==> config.mk <==
export PLATFORM = sky130hd
export DESIGN_NAME = multicycle_ctrl
export DESIGN_NICKNAME = d
export VERILOG_FILES = /design/src/rtl/multicycle_ctrl.sv
export SDC_FILE = /design/constraint.sdc
export NUM_CORES = 1
export LEC_CHECK = 0
export ABC_AREA = 1
export CAP_MARGIN = 40
export CORE_UTILIZATION = 51
export DETAILED_ROUTE_END_ITERATION = 8
export PLACE_DENSITY = 0.84
export REMOVE_ABC_BUFFERS = 1
export SLEW_MARGIN = 20
export SYNTH_ARGS = -nofsm -noshare
export SYNTH_HDL_FRONTEND = slang
export SYNTH_SLANG_ARGS = --single-unit
export TNS_END_PERCENT = 100
==> constraint.sdc <==
create_clock -name sysclk -period 2.7 [get_ports sysclk]
set_clock_uncertainty 0.05 [all_clocks]
set_input_delay 0.27 -clock sysclk [delete_from_list [all_inputs] [get_ports sysclk]]
set_output_delay 0.27 -clock sysclk [all_outputs]
set_load 0.01 [all_outputs]
==> src/rtl/multicycle_ctrl.sv <==
`default_nettype none
// ============================================================================
// multicycle_ctrl : FETCH/DECODE/EXEC/MEM/WB sequencer with req/ack timeout.
// Optional macro SINGLE_STEP_EN adds a step input and PAUSE state. Rev 1.0
// ============================================================================
module multicycle_ctrl #(
  parameter int MEM_TIMEOUT = 15,
  parameter int COUNT_W     = 16
) (
  input  logic               sysclk,
  input  logic               rst_n,
  input  logic               start,
`ifdef SINGLE_STEP_EN
  input  logic               step,
`endif
  output logic               imem_req,
  input  logic               imem_ack,
  input  logic [2:0]         instr_op,
  input  logic               dec_registerwrite,
  input  logic               dec_memw,
  input  logic               dec_mem2reg,
  output logic               ir_load,
  output logic               pc_inc,
  output logic               alu_en,
  output logic               dmem_req,
  output logic               dmem_we,
  input  logic               dmem_ack,
  output logic               rf_we,
  output logic               busy,
  output logic               halted,
  output logic               err,
`ifdef SINGLE_STEP_EN
  output logic [3:0]         state,
`else
  output logic [2:0]         state,
`endif
  output logic [COUNT_W-1:0] instr_count
);

`ifdef SINGLE_STEP_EN
  localparam int SW = 4;
`else
  localparam int SW = 3;
`endif

  // Wide enough to hold MEM_TIMEOUT-1 even when MEM_TIMEOUT is 1.
  localparam int           TW     = $clog2(MEM_TIMEOUT + 1);
  localparam logic [TW-1:0] T_LAST = TW'(MEM_TIMEOUT - 1);

  typedef enum logic [SW-1:0] {
    S_IDLE   = SW'(0),
    S_FETCH  = SW'(1),
    S_DECODE = SW'(2),
    S_EXEC   = SW'(3),
    S_MEM    = SW'(4),
    S_WB     = SW'(5),
    S_HALT   = SW'(6),
`ifdef SINGLE_STEP_EN
    S_ERR    = SW'(7),
    S_PAUSE  = SW'(8)
`else
    S_ERR    = SW'(7)
`endif
  } state_t;

`ifdef SINGLE_STEP_EN
  localparam state_t S_RETIRE = S_PAUSE;
`else
  localparam state_t S_RETIRE = S_FETCH;
`endif

  state_t               state_q, state_d;
  logic [TW-1:0]        timer_q, timer_d;
  logic [COUNT_W-1:0]   count_q, count_d;

  always_ff @(posedge sysclk) begin
    if (!rst_n) begin
      state_q <= S_IDLE;
      timer_q <= '0;
      count_q <= '0;
    end else begin
      state_q <= state_d;
      timer_q <= timer_d;
      count_q <= count_d;
    end
  end

  // Timer only survives a FETCH/MEM cycle without ack, so it is zero on entry.
  always_comb begin
    state_d = state_q;
    timer_d = '0;
    count_d = count_q;
    case (state_q)
      S_IDLE: if (start) state_d = S_FETCH;
      S_FETCH: begin
        if (imem_ack)               state_d = S_DECODE;
        else if (timer_q == T_LAST) state_d = S_ERR;
        else                        timer_d = timer_q + TW'(1);
      end
      S_DECODE: begin
        case (instr_op)
          3'b001:  state_d = S_HALT;
          3'b000: begin
            state_d = S_RETIRE;
            count_d = count_q + COUNT_W'(1);
          end
          default: state_d = S_EXEC;
        endcase
      end
      S_EXEC: state_d = (dec_memw || dec_mem2reg) ? S_MEM : S_WB;
      S_MEM: begin
        if (dmem_ack) begin
          if (dec_memw) begin
            state_d = S_RETIRE;
            count_d = count_q + COUNT_W'(1);
          end else begin
            state_d = S_WB;
          end
        end else if (timer_q == T_LAST) begin
          state_d = S_ERR;
        end else begin
          timer_d = timer_q + TW'(1);
        end
      end
      S_WB: begin
        state_d = S_RETIRE;
        count_d = count_q + COUNT_W'(1);
      end
`ifdef SINGLE_STEP_EN
      S_PAUSE: if (step) state_d = S_FETCH;
`endif
      S_HALT:  state_d = S_HALT;
      S_ERR:   state_d = S_ERR;
      default: state_d = S_ERR;
    endcase
  end

  assign imem_req    = (state_q == S_FETCH);
  assign ir_load     = (state_q == S_FETCH) && imem_ack;
  assign pc_inc      = (state_q == S_FETCH) && imem_ack;
  assign alu_en      = (state_q == S_EXEC);
  assign dmem_req    = (state_q == S_MEM);
  assign dmem_we     = (state_q == S_MEM) && dec_memw;
  assign rf_we       = (state_q == S_WB) && dec_registerwrite;
`ifdef SINGLE_STEP_EN
  assign busy        = ((state_q >= S_FETCH) && (state_q <= S_WB)) || (state_q == S_PAUSE);
`else
  assign busy        = (state_q >= S_FETCH) && (state_q <= S_WB);
`endif
  assign halted      = (state_q == S_HALT);
  assign err         = (state_q == S_ERR);
  assign state       = state_q;
  assign instr_count = count_q;

endmodule
`default_nettype wire
==> out/qor.txt <==
Share of cells above drive strength 1 -> 9.96%
Setup repair bufs after CTS -> 0
Largest net degree at the start of global routing -> 19
Mean number of vias per cell -> 5.22
Internal power contribution -> 477 uW
Avg Cell Area, Syn -> 6.50 sq um
Final net count -> 276
First-pass GRT wire length -> 5620 um
Library cells used by synthesis -> 29
Critical path endpoint category -> primary output
Predominant post-synthesis flop cell -> sky130_fd_sc_hd__dfxtp_1
I/O pin cnt -> 40
Final hold vios -> 0
Post-route antenna net violation count -> 0
Placed cell count -> 288
Fraction of power consumed by the clock network -> 23.3%
Antenna diode count -> 0
Clock tree from TritonCTS -> done
First drt pass iteration count -> 4
Dominant combinational cell family by area after synthesis -> simple AND/OR/NAND/NOR gates
Die Area -> 0.00309 sq mm
Fraction of synthesized cell area in xor and xnor cells -> 2.40%
Count of port buffers added during placement -> 39
Share of the synthesized area in the top cell type -> 31.5%
Unrepaired setup endpoints after global routing -> false
Top cells by area in the synthesized netlist -> sky130_fd_sc_hd__dfxtp_1 (31%), sky130_fd_sc_hd__nand2_1 (17%), sky130_fd_sc_hd__nor2_1 (9.8%), sky130_fd_sc_hd__a21oi_2 (6.0%), sky130_fd_sc_hd__nand3_1 (5.5%)
HPWL reported at the end of detailed placement -> 2520 um
Routed via count -> 1523
Clock Tree Root -> sky130_fd_sc_hd__clkbuf_4
Worst vdd ir -> 0.000280 V
Pwr/cell area -> 370 mW/mm^2
Final std cells w/o fill -> 292
Clock insertion delay at the later pin of the skew report -> 0.31 ns
Largest area contributor in the netlist -> sky130_fd_sc_hd__dfxtp_1
Fraction of the mapped netlist area in simple logic gates -> 41.4%
Fill cell total of the finished layout -> 253
WP data arrival -> 1.87 ns
Sink count of the clock tree -> 23
Hold-critical path depth -> 1
Number of buffers inserted by hold repair at cts -> 0
Total of cells resized after clock tree synthesis -> 0
Synthesized instance count -> 225
Worst R2R Path Depth -> 9
Status -> completed
Drt drc -> 0
Netlist Area Pre-Place -> 0.00146 sq mm
Total CTS buffers -> 3
Crit path max fanout -> 12
Final total negative setup slack -> 0 ns
Initial Util -> 53.5%
Count of flip-flops with a built-in enable after synthesis -> 0
Clock period minus final worst setup slack -> 2.19 ns
Proportion of synthesized chip area in sequential cells -> 31.5%
Share of the synthesized area in compound gates (AO/OA/AOI/OAI) -> 12.4%
Combinational Power Share -> 23.6%
Switching share of power -> 30.7%
Die W -> 55.6 um
LEAKAGE -> 0.000652 uW
Register clock-pin slew on the reported worst setup and hold paths -> 0.12 ns
Maximum clock frequency -> 0.456 GHz
Async SR Flop Fraction -> 0%
Max-cap violations -> 0
Flop pwr share -> 53.1%
Post-route clock period utilization -> 81.2%
Number of H-tree levels -> 1
Mux contribution to synthesized area -> 0%
Flop and latch count out of synthesis -> 23
Overall fraction of global-route tracks in use -> 21.9%
Wire length per cell after detailed routing -> 11.5 um
Remaining global-route overflow -> 0
Die Span Y -> 55.6 um
Warning count from the yosys run -> 0
Worst-Margin Slew -> 0.593 ns
Post-synthesis share of cell area spent on full adders, half adders and majority gates -> 2.57%
Vias in the first global route -> 1306
Type of element launching the critical path -> flop
Number of antenna violations at the first check in global routing -> 0
Number of failing setup endpoints in the final timing report -> 0
Pins over their slew limit -> 0
Area inside the core boundary -> 0.00273 sq mm
Worst Path Class, Setup -> flop to primary output
Sw Pwr -> 212 uW
HP Class -> flop to flop
Wirelength, routed -> 3360 um
Worst reg-to-reg setup slack -> 0.86 ns
Buffers from clock root to sink, at most -> 2
Last weighted congestion value of the routability-driven placer -> 0.839
Drt initial violations -> 81
Required @ worst endpoint -> 2.38 ns
Slew margin rel. -> 60.5%
Area Growth Syn to Fin -> 27.4%
Count of standard-cell rows -> 19
[routing by layer]
| metal | up-vias | wire length (um) | GRT usage (%) | part of all wire (%) |
|---|---|---|---|---|
| li1 | 790 | - | - | - |
| met1 | 679 | 1610 | 31.5 | 48 |
| met2 | 52 | 1540 | 34.8 | 46 |
| met3 | 2 | 193 | 1.64 | 5.7 |
| met4 | 0 | 20 | 7.14 | 0.60 |
| met5 | - | 0 | 0 | 0 |
[metrics by stage]
stage | instance area [sq um] | hold WS (ns) | utilization (%) | total power [uW] | setup WS (ns)
after floorplan | 1410 | 0.340 | - | 461 | 1.07
after global placement | 1840 | 0.397 | 67.2 | 534 | 0.823
after detailed placement | 1840 | 0.409 | 67.2 | 536 | 0.772
after CTS | 1860 | 0.438 | 68.1 | 693 | 0.503
after global routing | 1860 | 0.488 | 68.1 | 726 | 0.367
final | 1860 | 0.430 | 68.1 | 689 | 0.509
[worst max-delay path, cell delays in order, from the launching register on]
cell                              delay, ns
sky130_fd_sc_hd__dfxtp_1               0.45
sky130_fd_sc_hd__inv_1                 0.18
sky130_fd_sc_hd__nand2_2               0.11
sky130_fd_sc_hd__nor2_4                0.14
sky130_fd_sc_hd__inv_1                 0.07
sky130_fd_sc_hd__nor2_1                0.08
sky130_fd_sc_hd__clkdlybuf4s50_1       0.53
[placed cells by master, fill, tap and decap left out, drive strengths merged]
cell type,count
nand2,74
a41oi,1
o21ai,6
o41ai,1
inv,22
o22ai,1
nor3,4
xnor2,2
a31oi,1
nor2,40
nand3b,1
nand3,17
nand4,4
a21oi,16
ha,3
clkdlybuf4s50,39
xor2,2
dfxtp,23
clkbuf,4
[Yosys cell counts, types with 2 or more instances]
cell	instances
sky130_fd_sc_hd__nand2_1	67
sky130_fd_sc_hd__nor2_1	38
sky130_fd_sc_hd__dfxtp_1	23
sky130_fd_sc_hd__inv_1	20
sky130_fd_sc_hd__nand3_1	16
sky130_fd_sc_hd__a21oi_2	10
sky130_fd_sc_hd__nand2_2	7
sky130_fd_sc_hd__a21oi_1	6
sky130_fd_sc_hd__o21ai_0	5
sky130_fd_sc_hd__nand4_1	4
sky130_fd_sc_hd__nor3_1	4
sky130_fd_sc_hd__buf_4	3
sky130_fd_sc_hd__ha_1	3
sky130_fd_sc_hd__clkbuf_1	2
sky130_fd_sc_hd__xnor2_1	2
sky130_fd_sc_hd__xor2_1	2
[cell families (layout without fill, tap and decap cells)]
| kind of cell | Yosys count | count (layout) |
|---|---|---|
| XOR/XNOR | 4 | 4 |
| flip-flops | 23 | 23 |
| AO/OA/AOI/OAI | 26 | 26 |
| adder cells (fa/ha/maj) | 3 | 3 |
| buffers and inverters | 29 | 65 |
| AND/OR/NAND/NOR | 140 | 140 |
[final timing paths]
check / startpoint / to
setup / recovery: state[1]$_SDFFE_PN0P_ / dmem_we
hold / removal: timer_q[0]$_SDFF_PN0_ / timer_q[0]$_SDFF_PN0_
setup reg to reg: state[1]$_SDFFE_PN0P_ / instr_count[2]$_SDFFE_PN0P_
hold reg to reg: timer_q[0]$_SDFF_PN0_ / timer_q[0]$_SDFF_PN0_
[flip-flops by register name, summed over array words and instances (netlist names)]
signal / flops
instr_count: 16
state: 3
timer_q: 4
[layout make-up]
cell class	instances	area, sq um	area share [%]
Multi-Input combinational cell	173	860	46.1
Tap cell	31	38.8	2.08
Clock buffer	4	26.3	1.41
Timing Repair Buffer	39	390	21.0
Inverter	22	87.6	4.70
Sequential cell	23	460	24.7
[power by group through the flow]
stage                     Sequential (uW)  Clock, uW  Combinational, uW
after floorplan                       373          0               87.9
after global placement                373          0                161
after detailed placement              373          0                163
after CTS                             366        164                164
after global routing                  368        179                179
final                                 366        160                163
(Power assumes the default switching activity.)
